`config.mk`:
```
export PLATFORM = sky130hd
export DESIGN_NAME = serial_complementor_flat
export DESIGN_NICKNAME = d
export VERILOG_FILES = /design/src/rtl/serial_complementor_pkg.sv /design/src/rtl/serial_complementor_if.sv /design/src/rtl/compl_chunk_slice.sv /design/src/rtl/serial_complementor.sv /design/src/flat_wrapper.sv
export SDC_FILE = /design/constraint.sdc
export NUM_CORES = 1
export LEC_CHECK = 0
export CORE_UTILIZATION = 33
export DETAILED_ROUTE_END_ITERATION = 10
export PLACE_DENSITY = 0.57
export SLEW_MARGIN = 30
export SYNTH_ARGS = -nofsm -noshare
export SYNTH_HDL_FRONTEND = slang
export SYNTH_SLANG_ARGS = --single-unit
```
`constraint.sdc`:
```
create_clock -name clk -period 5.98 [get_ports clk]
set_input_delay 0.897 -clock clk [delete_from_list [all_inputs] [get_ports clk]]
set_output_delay 0.897 -clock clk [all_outputs]
set_load 0.05 [all_outputs]
```
`src/rtl/serial_complementor_pkg.sv`:
```
// Shared types for the chunk-serial complement unit: operation modes and FSM states.
// Optional overflow detection is enabled by defining SERIAL_COMPL_OVF_EN.
package serial_complementor_pkg;

    typedef enum logic [1:0] {
        MODE_PASS = 2'b00,
        MODE_NEG  = 2'b01,
        MODE_ABS  = 2'b10,
        MODE_ONES = 2'b11
    } mode_e;

    typedef enum logic [1:0] {
        S_IDLE = 2'd0,
        S_BUSY = 2'd1,
        S_DONE = 2'd2
    } state_e;

    // True when the operation reduces to "invert and add one".
    function automatic logic negate_path(input mode_e mode, input logic sign);
        return (mode == MODE_NEG) || ((mode == MODE_ABS) && sign);
    endfunction

endpackage

```
`src/rtl/serial_complementor_if.sv`:
```
// Operand/result valid-ready bundle for serial_complementor.
interface serial_complementor_if #(
    parameter int WIDTH = 32
);
    logic             in_valid;
    logic             in_ready;
    logic [1:0]       in_mode;
    logic [WIDTH-1:0] in_a;
    logic             out_valid;
    logic             out_ready;
    logic [WIDTH-1:0] out_res;
    logic             out_ovf;

    modport master (
        output in_valid, in_mode, in_a, out_ready,
        input  in_ready, out_valid, out_res, out_ovf
    );

    modport slave (
        input  in_valid, in_mode, in_a, out_ready,
        output in_ready, out_valid, out_res, out_ovf
    );
endinterface

```
`src/rtl/compl_chunk_slice.sv`:
```
// One CHUNK-wide step of the complement carry chain: {cout, r} = (chunk ^ mask) + cin.
module compl_chunk_slice #(
    parameter int CHUNK = 8
) (
    input  logic [CHUNK-1:0] chunk,
    input  logic [CHUNK-1:0] mask,
    input  logic             cin,
    output logic [CHUNK-1:0] r,
    output logic             cout
);
    always_comb begin
        {cout, r} = {1'b0, chunk ^ mask} + {{CHUNK{1'b0}}, cin};
    end
endmodule

```
`src/rtl/serial_complementor.sv`:
```
// Chunk-serial pass/negate/abs/ones' complement unit, CHUNK bits per clock, LSB chunk first.
// Define SERIAL_COMPL_OVF_EN to flag negation of the most negative operand on out_ovf.
module serial_complementor
    import serial_complementor_pkg::*;
#(
    parameter int WIDTH = 32,
    parameter int CHUNK = 8
) (
    input  logic                  clk,
    input  logic                  rst,
    serial_complementor_if.slave  bus
);
    localparam int NCHUNK = WIDTH / CHUNK;
    localparam int CNT_W  = $clog2(NCHUNK) + 1;

    state_e             state_q, state_d;
    logic [CNT_W-1:0]   cnt_q, cnt_d;
    logic               carry_q, carry_d;
    logic               mask_q, mask_d;
    logic [WIDTH-1:0]   work_q, work_d;
    logic [WIDTH-1:0]   res_q, res_d;
    logic               ovf_q, ovf_d;

    logic [CHUNK-1:0]   slice_r;
    logic               slice_cout;
    logic [WIDTH-1:0]   work_shift;
    logic               ovf_det;
    logic               neg_sel;
    mode_e              mode_in;

    compl_chunk_slice #(.CHUNK(CHUNK)) u_slice (
        .chunk (work_q[CHUNK-1:0]),
        .mask  ({CHUNK{mask_q}}),
        .cin   (carry_q),
        .r     (slice_r),
        .cout  (slice_cout)
    );

    // Operand drains from the bottom while result chunks enter at the top,
    // so after NCHUNK steps the same register holds the finished result.
    generate
        if (NCHUNK == 1) begin : g_single
            assign work_shift = slice_r;
        end else begin : g_multi
            assign work_shift = {slice_r, work_q[WIDTH-1:CHUNK]};
        end
    endgenerate

`ifdef SERIAL_COMPL_OVF_EN
    // Carry into the result MSB recovered as r_msb ^ operand_msb, compared with carry out.
    assign ovf_det = (work_q[CHUNK-1] ^ mask_q ^ slice_r[CHUNK-1]) ^ slice_cout;
`else
    assign ovf_det = 1'b0;
`endif

    assign mode_in = mode_e'(bus.in_mode);
    assign neg_sel = negate_path(mode_in, bus.in_a[WIDTH-1]);

    always_comb begin
        state_d = state_q;
        cnt_d   = cnt_q;
        carry_d = carry_q;
        mask_d  = mask_q;
        work_d  = work_q;
        res_d   = res_q;
        ovf_d   = ovf_q;
        case (state_q)
            S_IDLE: begin
                if (bus.in_valid) begin
                    work_d  = bus.in_a;
                    mask_d  = neg_sel || (mode_in == MODE_ONES);
                    carry_d = neg_sel;
                    cnt_d   = '0;
                    state_d = S_BUSY;
                end
            end
            S_BUSY: begin
                work_d  = work_shift;
                carry_d = slice_cout;
                cnt_d   = cnt_q + 1'b1;
                if (cnt_q == CNT_W'(NCHUNK - 1)) begin
                    res_d   = work_shift;
                    ovf_d   = ovf_det;
                    cnt_d   = '0;
                    state_d = S_DONE;
                end
            end
            S_DONE: begin
                if (bus.out_ready) begin
                    state_d = S_IDLE;
                end
            end
            default: state_d = S_IDLE;
        endcase
    end

    always_ff @(posedge clk or posedge rst) begin
        if (rst) begin
            state_q <= S_IDLE;
            cnt_q   <= '0;
            carry_q <= 1'b0;
            mask_q  <= 1'b0;
            work_q  <= '0;
            res_q   <= '0;
            ovf_q   <= 1'b0;
        end else begin
            state_q <= state_d;
            cnt_q   <= cnt_d;
            carry_q <= carry_d;
            mask_q  <= mask_d;
            work_q  <= work_d;
            res_q   <= res_d;
            ovf_q   <= ovf_d;
        end
    end

    assign bus.in_ready  = (state_q == S_IDLE);
    assign bus.out_valid = (state_q == S_DONE);
    assign bus.out_res   = res_q;
    assign bus.out_ovf   = ovf_q;

endmodule
```
`src/flat_wrapper.sv`:
```
// flat-port wrapper written by rule: the top's interface ports become plain ports
module serial_complementor_flat import serial_complementor_pkg::*;
#(
    parameter int WIDTH = 32,
    parameter int CHUNK = 8
)
  (clk, rst, bus_in_valid, bus_in_mode, bus_in_a, bus_out_ready, bus_in_ready, bus_out_valid, bus_out_res, bus_out_ovf);
  serial_complementor_if #(.WIDTH(WIDTH)) bus_i ();
  input  logic clk;
  input  logic rst;
  input wire logic [$bits(bus_i.in_valid)-1:0] bus_in_valid;
  input wire logic [$bits(bus_i.in_mode)-1:0] bus_in_mode;
  input wire logic [$bits(bus_i.in_a)-1:0] bus_in_a;
  input wire logic [$bits(bus_i.out_ready)-1:0] bus_out_ready;
  output wire logic [$bits(bus_i.in_ready)-1:0] bus_in_ready;
  output wire logic [$bits(bus_i.out_valid)-1:0] bus_out_valid;
  output wire logic [$bits(bus_i.out_res)-1:0] bus_out_res;
  output wire logic [$bits(bus_i.out_ovf)-1:0] bus_out_ovf;
  assign bus_i.in_valid = bus_in_valid;
  assign bus_i.in_mode = bus_in_mode;
  assign bus_i.in_a = bus_in_a;
  assign bus_i.out_ready = bus_out_ready;
  assign bus_in_ready = bus_i.in_ready;
  assign bus_out_valid = bus_i.out_valid;
  assign bus_out_res = bus_i.out_res;
  assign bus_out_ovf = bus_i.out_ovf;
  serial_complementor #(.WIDTH(WIDTH), .CHUNK(CHUNK)) u_core (.clk(clk), .rst(rst), .bus(bus_i));
endmodule
```
* After elaboration in Yosys (flattened, before gate mapping)
Cells that the tools add are included.
Operators by class: $add $sub $neg 2, bitwise operators 1, mux-type cells 11, reduce and logical (&&, ||, !) cells 9, equality and inequality tests 9
Operator list (number):
- 32-bit one-hot mux with 2 select lines | 1
- 32-bit 2-to-1 mux | 1
- 8-bit by 1-bit adder with 9-bit output | 1
- 8-bit XOR | 1
- 2-bit == test, second input constant | 3
- 2-bit 2-to-1 mux | 3
- 3-bit 2-to-1 mux | 2
- 2-bit one-hot mux with 3 select lines | 1
- 3-bit one-hot mux with 2 select lines | 1
- 2-bit AND reduction | 3
- 2-bit by 1-bit == test with 1-bit output, second input constant | 2
- 2-bit inequality test, second input constant | 2
- 3-bit by 1-bit adder with 3-bit output, second input constant | 1
- 3-bit by 2-bit == test with 1-bit output, second input constant | 1
- 3-bit AND reduction | 1
- 2-bit zero test | 1
- 1-bit logical OR | 2
- 2-bit by 1-bit inequality test with 1-bit output, second input constant | 1
- 1-bit one-hot mux with 2 select lines | 1
- 2-bit nonzero test | 1
- 1-bit logical AND | 1
- 1-bit 2-to-1 mux | 1
Storage, ports and cells: output and inout bits 35, flip-flop bits (word level) 71

* Logic depth before layout (Yosys ltp)
depth in word-level cells 5, mapped depth 9, depth with buffers taken out 7

* Cells and area by module
Synthesis repeated with hierarchy kept, for this count alone.
Second synthesis, totals: cell total of the unflattened synthesis 293, area, all modules 3427.0 um2
By module, submodules not included:
- serial_complementor | seq. area each 1776.7 um2, times used 1, area each 3198.1 um2, cells each 268
- compl_chunk_slice | seq. area each 0.0 um2, times used 1, area each 229.0 um2, cells each 25

* Worst setup path before layout
Ideal clock, no wire load.
path kind register to register, start point register u_core.state_q[0], end point register u_core.cnt_q[2], slack 3944 ps, cell stages (with the launch flop) 5, required time 5860 ps, library setup time 120 ps, buffers on the path 1, arrival 1917 ps, cells stage by stage dfrtp_1 -> nor2_1 -> nand2_1 -> clkbuf_1 -> and3_1
On the way: longest elaborated chain between the ends 3, elaborated cells between the ends (all ways) 6, those cells by class eq/ne: 2; mux: 1; reduce/logical: 3
Ends and longest elaborated chain:
- start, declared | RTL line serial_complementor.sv:16 | state_e state_q, state_d;
- start signal, assigned | RTL line serial_complementor.sv:107 | state_q <= state_d;
- 2-bit zero test (*)
- via bus_in_ready | RTL line flat_wrapper.sv:15 | output wire logic [$bits(bus_i.in_ready)-1:0] bus_in_ready;
- 2-bit inequality test (no source line) or 2-bit nonzero test (tied branches)
- 2-bit AND reduction (no source line)
- end signal, assigned | RTL line serial_complementor.sv:108 | cnt_q <= cnt_d;
- end, declared | RTL line serial_complementor.sv:17 | logic [CNT_W-1:0] cnt_q, cnt_d;
The timed path passes the listed nets; every way through them passes the cells marked *. A chain may end at the register's enable or synchronous reset.

* Worst setup path in the final report
start point register u_core.state_q[0], end point output bus_in_ready
On the way: longest elaborated chain between the ends 1
Ends and longest elaborated chain:
- 2-bit zero test | RTL line serial_complementor.sv:117 | assign bus.in_ready = (state_q == S_IDLE);
- end, declared | RTL line flat_wrapper.sv:15
No other way between the ends.

==> metrics.sh <==
CTS.HTREE.LEVELS=3
GRT_SETUP_UNREPAIRED='false'
VIAS_PER_CELL=4.800
DPL.CELL_COUNT=559
MAX-CAP-VIOLATIONS=0
DETAILED_PLACE.AREA_UM2=4069
HPWL_UM=5726
FLOORPLAN.DIE_AREA_UM2=10360
STD_CELL_ROWS=36
NUM_IO_PINS=73
POST-ROUTE-CELL-AREA_UM2=4290
GRT.OVERFLOW.TOTAL=0
CTS_MADE_BUFFERS=9
POST-CTS-SETUP-BUFFERS=0
SETUP_VIOLATIONS=0
DRC_ERRORS=0
SETUP_TOTAL_NEGATIVE_SLACK_NS=0
ANT_NETS=0
DIE_HEIGHT_UM=101.8
AREA_GROWTH_SYN_TO_LAYOUT_PCT=30.63
POSTSYNTHCELLCOUNT=377
ARRIVAL_NS=1.93
CP-END-KIND='output pin'
PATH_MAX_FANOUT=5
POWER.LEAKAGE_nW=1.912
NUMBER_OF_GLOBAL_ROUTE_VIAS_BEFORE_REPAIR=2742
CLOCK_TREE_FROM_TRITONCTS='built'
VDD.IR_DROP.WORST_mV=0.2601
HOLD_VIOL=0
GP_CONGESTION=0.7642
SYN_AVG_CELL_AREA_UM2=8.712
WORST_PIN_SLEW_NS=0.9010
SLEW_HEADROOM_PCT=39.81
FLOORPLAN_DIE_WIDTH_UM=101.8
CRITPATHLAUNCH='u_core.state_q[0]$_DFFE_PP0P_'
IO_BUFFER_COUNT=71
FIRST_ITER_VIOLATIONS=120
CLOCK_SINK_COUNT=71
CTS.ROOT.BUFFER_CELL='clkbuf_8'
WORST-R2R-SETUP-SLACK_NS=3.64
MAX_CLOCK_FREQ_MHz=354.2
DIODES=0
WORSTREGTOREGCELLS=6
TIMING.FINAL.CRIT_PERIOD_NS=2.823
HOLD_BUFFERS=0
CRIT-REG2REG-CAPTURE='u_core.work_q[29]$_DFFE_PP0P_'
MOST_COMMON_CELL_AFTER_LAYOUT_FILL_AND_TAPS_ASIDE='nand2_1'
REPORT.POWER.TOTAL_mW=2.675
CLKSLEWWORSTSETUPHOLDPATHS_NS=0.08
GLOBAL_ROUTE_WIRE_LENGTH_BEFORE_REPAIR_UM=13830
POST_CTS_RESIZED=0
YS_WARN_COUNT=0
STATUS='complete, no violations'
SYNTH_CELL_TYPES=40
INITIAL_UTILIZATION_PCT=33.76
FIN_WORST_SKEW_NS=0.009637
AVGROUTEDWIREPERCELL_UM=14.39
YOSYS_REGISTER_BITS=71
FINAL_CELLS=575
MAXSLEWVIOLCOUNT=0
CLK_LATENCY_NS=0.34
ROUTED_WIRELENGTH_UM=8276
LAYOUT_WORST_PATH_CYCLE_SHARE_PCT=47.21
DRT_PASS1_ITERATIONS=4
MIN_DELAY_WORST_TYPE='reg -> reg'
DETAILROUTE.VIA_COUNT=2760
FP.COREAREA_UM2=9729
CLK_PATH_BUF_DEPTH=2
POWERDENSITY_nW_PER_UM2=623.5
ANTENNA_VIOLATIONS_BEFORE_REPAIR=0
R2R_START='u_core.mask_q$_DFFE_PP0P_'
GRT.TOTAL_USAGE_PCT=17.49
SYNTH_FP_NETS=418
SYNTH.YOSYS.SEQ_AREA_SHARE_PCT=54.10
FINAL_NET_COUNT=478
WORSTSETUPENDPOINT='bus_in_ready'
LAYOUT-DRIVE-GT1-SHARE_PCT=5.656
CRITPATHLAUNCHTYPE='flip-flop'
GRT_START_MAX_NET_PINS=72
CRITPATHKIND='reg -> out'
CRIT_REQUIRED_NS=5.08
LAYOUT_COMMON_CELLS='nand2_1 (142), clkdlybuf4s50_1 (71), dfrtp_1 (71)'
POST_SYNTH_INSTANCE_AREA_UM2=3284
==> kinds of logic (layout without fill, tap and decap cells) <==
group,Yosys count,after routing,synth area share (%)
simple gates,196,196,24.65
other cells,1,1,0.1142
flops,71,71,54.10
buf+inv,30,95,4.267
fa+ha+maj,3,3,1.143
compound gates,63,63,12.19
mux,2,2,0.6095
xor+xnor,11,11,2.934
==> through the flow <==
stage          hold slack [ns]  worst slack, ns  util, %
2_1_floorplan           0.4605            3.286        -
3_3_place_gp            0.4608            3.208    41.78
3_5_place_dp            0.4612            3.488    41.82
4_1_cts                 0.4788            3.171    44.01
5_1_grt                 0.4947            3.073    44.10
6_report                0.4737            3.157    44.10
==> worst min path at each step <==
stage	slack, ns	startpoint	end	cells after the start
final	0.47	u_core.bus.out_res[19]$_DFFE_PP0P_	u_core.bus.out_res[19]$_DFFE_PP0P_	2
after CTS	0.48	u_core.bus.out_res[9]$_DFFE_PP0P_	u_core.bus.out_res[9]$_DFFE_PP0P_	2
after global placement	0.46	u_core.bus.out_res[16]$_DFFE_PP0P_	u_core.bus.out_res[16]$_DFFE_PP0P_	2
after global routing	0.49	u_core.bus.out_res[10]$_DFFE_PP0P_	u_core.bus.out_res[10]$_DFFE_PP0P_	2
after floorplan	0.46	u_core.work_q[9]$_DFFE_PP0P_	u_core.bus.out_res[1]$_DFFE_PP0P_	2
after detailed placement	0.46	u_core.bus.out_res[9]$_DFFE_PP0P_	u_core.bus.out_res[9]$_DFFE_PP0P_	2
==> registers in the layout, summed over array words and instances (netlist names) <==
| name | count |
|---|---|
| u_core.bus.out_res | 32 |
| u_core.work_q | 32 |
| u_core.cnt_q | 3 |
| u_core.state_q | 2 |
| u_core.carry_q | 1 |
| u_core.mask_q | 1 |
==> per-layer routing <==
metal | up-vias | GRT usage, % | part of all wire (%)
met5 | - | 0 | 0
met3 | 8 | 4.486 | 4.8
met2 | 73 | 27.29 | 47
met1 | 1322 | 23.86 | 47
li1 | 1357 | - | -
met4 | 0 | 5.351 | 1.4
==> synthesized netlist by cell type, drive strengths merged <==
| cell | instances | share of area (%) |
|---|---|---|
| o21bai | 1 | 0.23 |
| mux2i | 2 | 0.61 |
| o31ai | 1 | 0.23 |
| a211oi | 1 | 0.23 |
| and3 | 2 | 0.38 |
| xnor2 | 8 | 2.1 |
| nand3 | 2 | 0.30 |
| o21ai | 17 | 2.6 |
| inv | 5 | 0.57 |
| a32oi | 1 | 0.27 |
| xor2 | 3 | 0.80 |
| ha | 3 | 1.1 |
| nand3b | 1 | 0.23 |
| a21o | 1 | 0.23 |
| a32o | 1 | 0.30 |
| and2 | 1 | 0.19 |
| nor2 | 33 | 3.8 |
| nand2b | 4 | 0.76 |
| nand4 | 1 | 0.19 |
| nor3 | 1 | 0.15 |
| clkbuf | 10 | 1.1 |
| nor2b | 3 | 0.57 |
| o2bb2ai | 1 | 0.46 |
| dfrtp | 71 | 54 |
| buf | 15 | 2.6 |
| a22oi | 2 | 0.46 |
| conb | 1 | 0.11 |
| nand2 | 143 | 16 |
| or2 | 1 | 0.19 |
| and4b | 1 | 0.30 |
| a21oi | 9 | 1.4 |
| o2bb2a | 1 | 0.61 |
| a31oi | 26 | 5.0 |
| nor4b | 3 | 1.3 |
| o221ai | 1 | 0.27 |
==> power by group <==
| group | internal (mW) | leakage (nW) | switching (mW) |
|---|---|---|---|
| clock | 0.233 | 0.102 | 0.181 |
| combinational | 0.470 | 0.952 | 0.869 |
| sequential | 0.713 | 0.858 | 0.209 |
| total | 1.42 | 1.91 | 1.26 |
==> worst max-delay path, stage by stage (launching register included) <==
cell             delay (ns)
dfrtp_1                0.45
nor2_1                 0.28
clkdlybuf4s50_1        0.86
==> cell type report <==
type                    instances  area (µm²)
well taps                     133       166.4
flip-flops and latches         71        1777
fillers                       985        5439
clock buffers                  10       127.6
clock inverters                 6       85.08
inverters                       5       18.77
repair buffers                 74       737.0
multi-input cells             276        1379
Power figures use the tool's default switching activity.
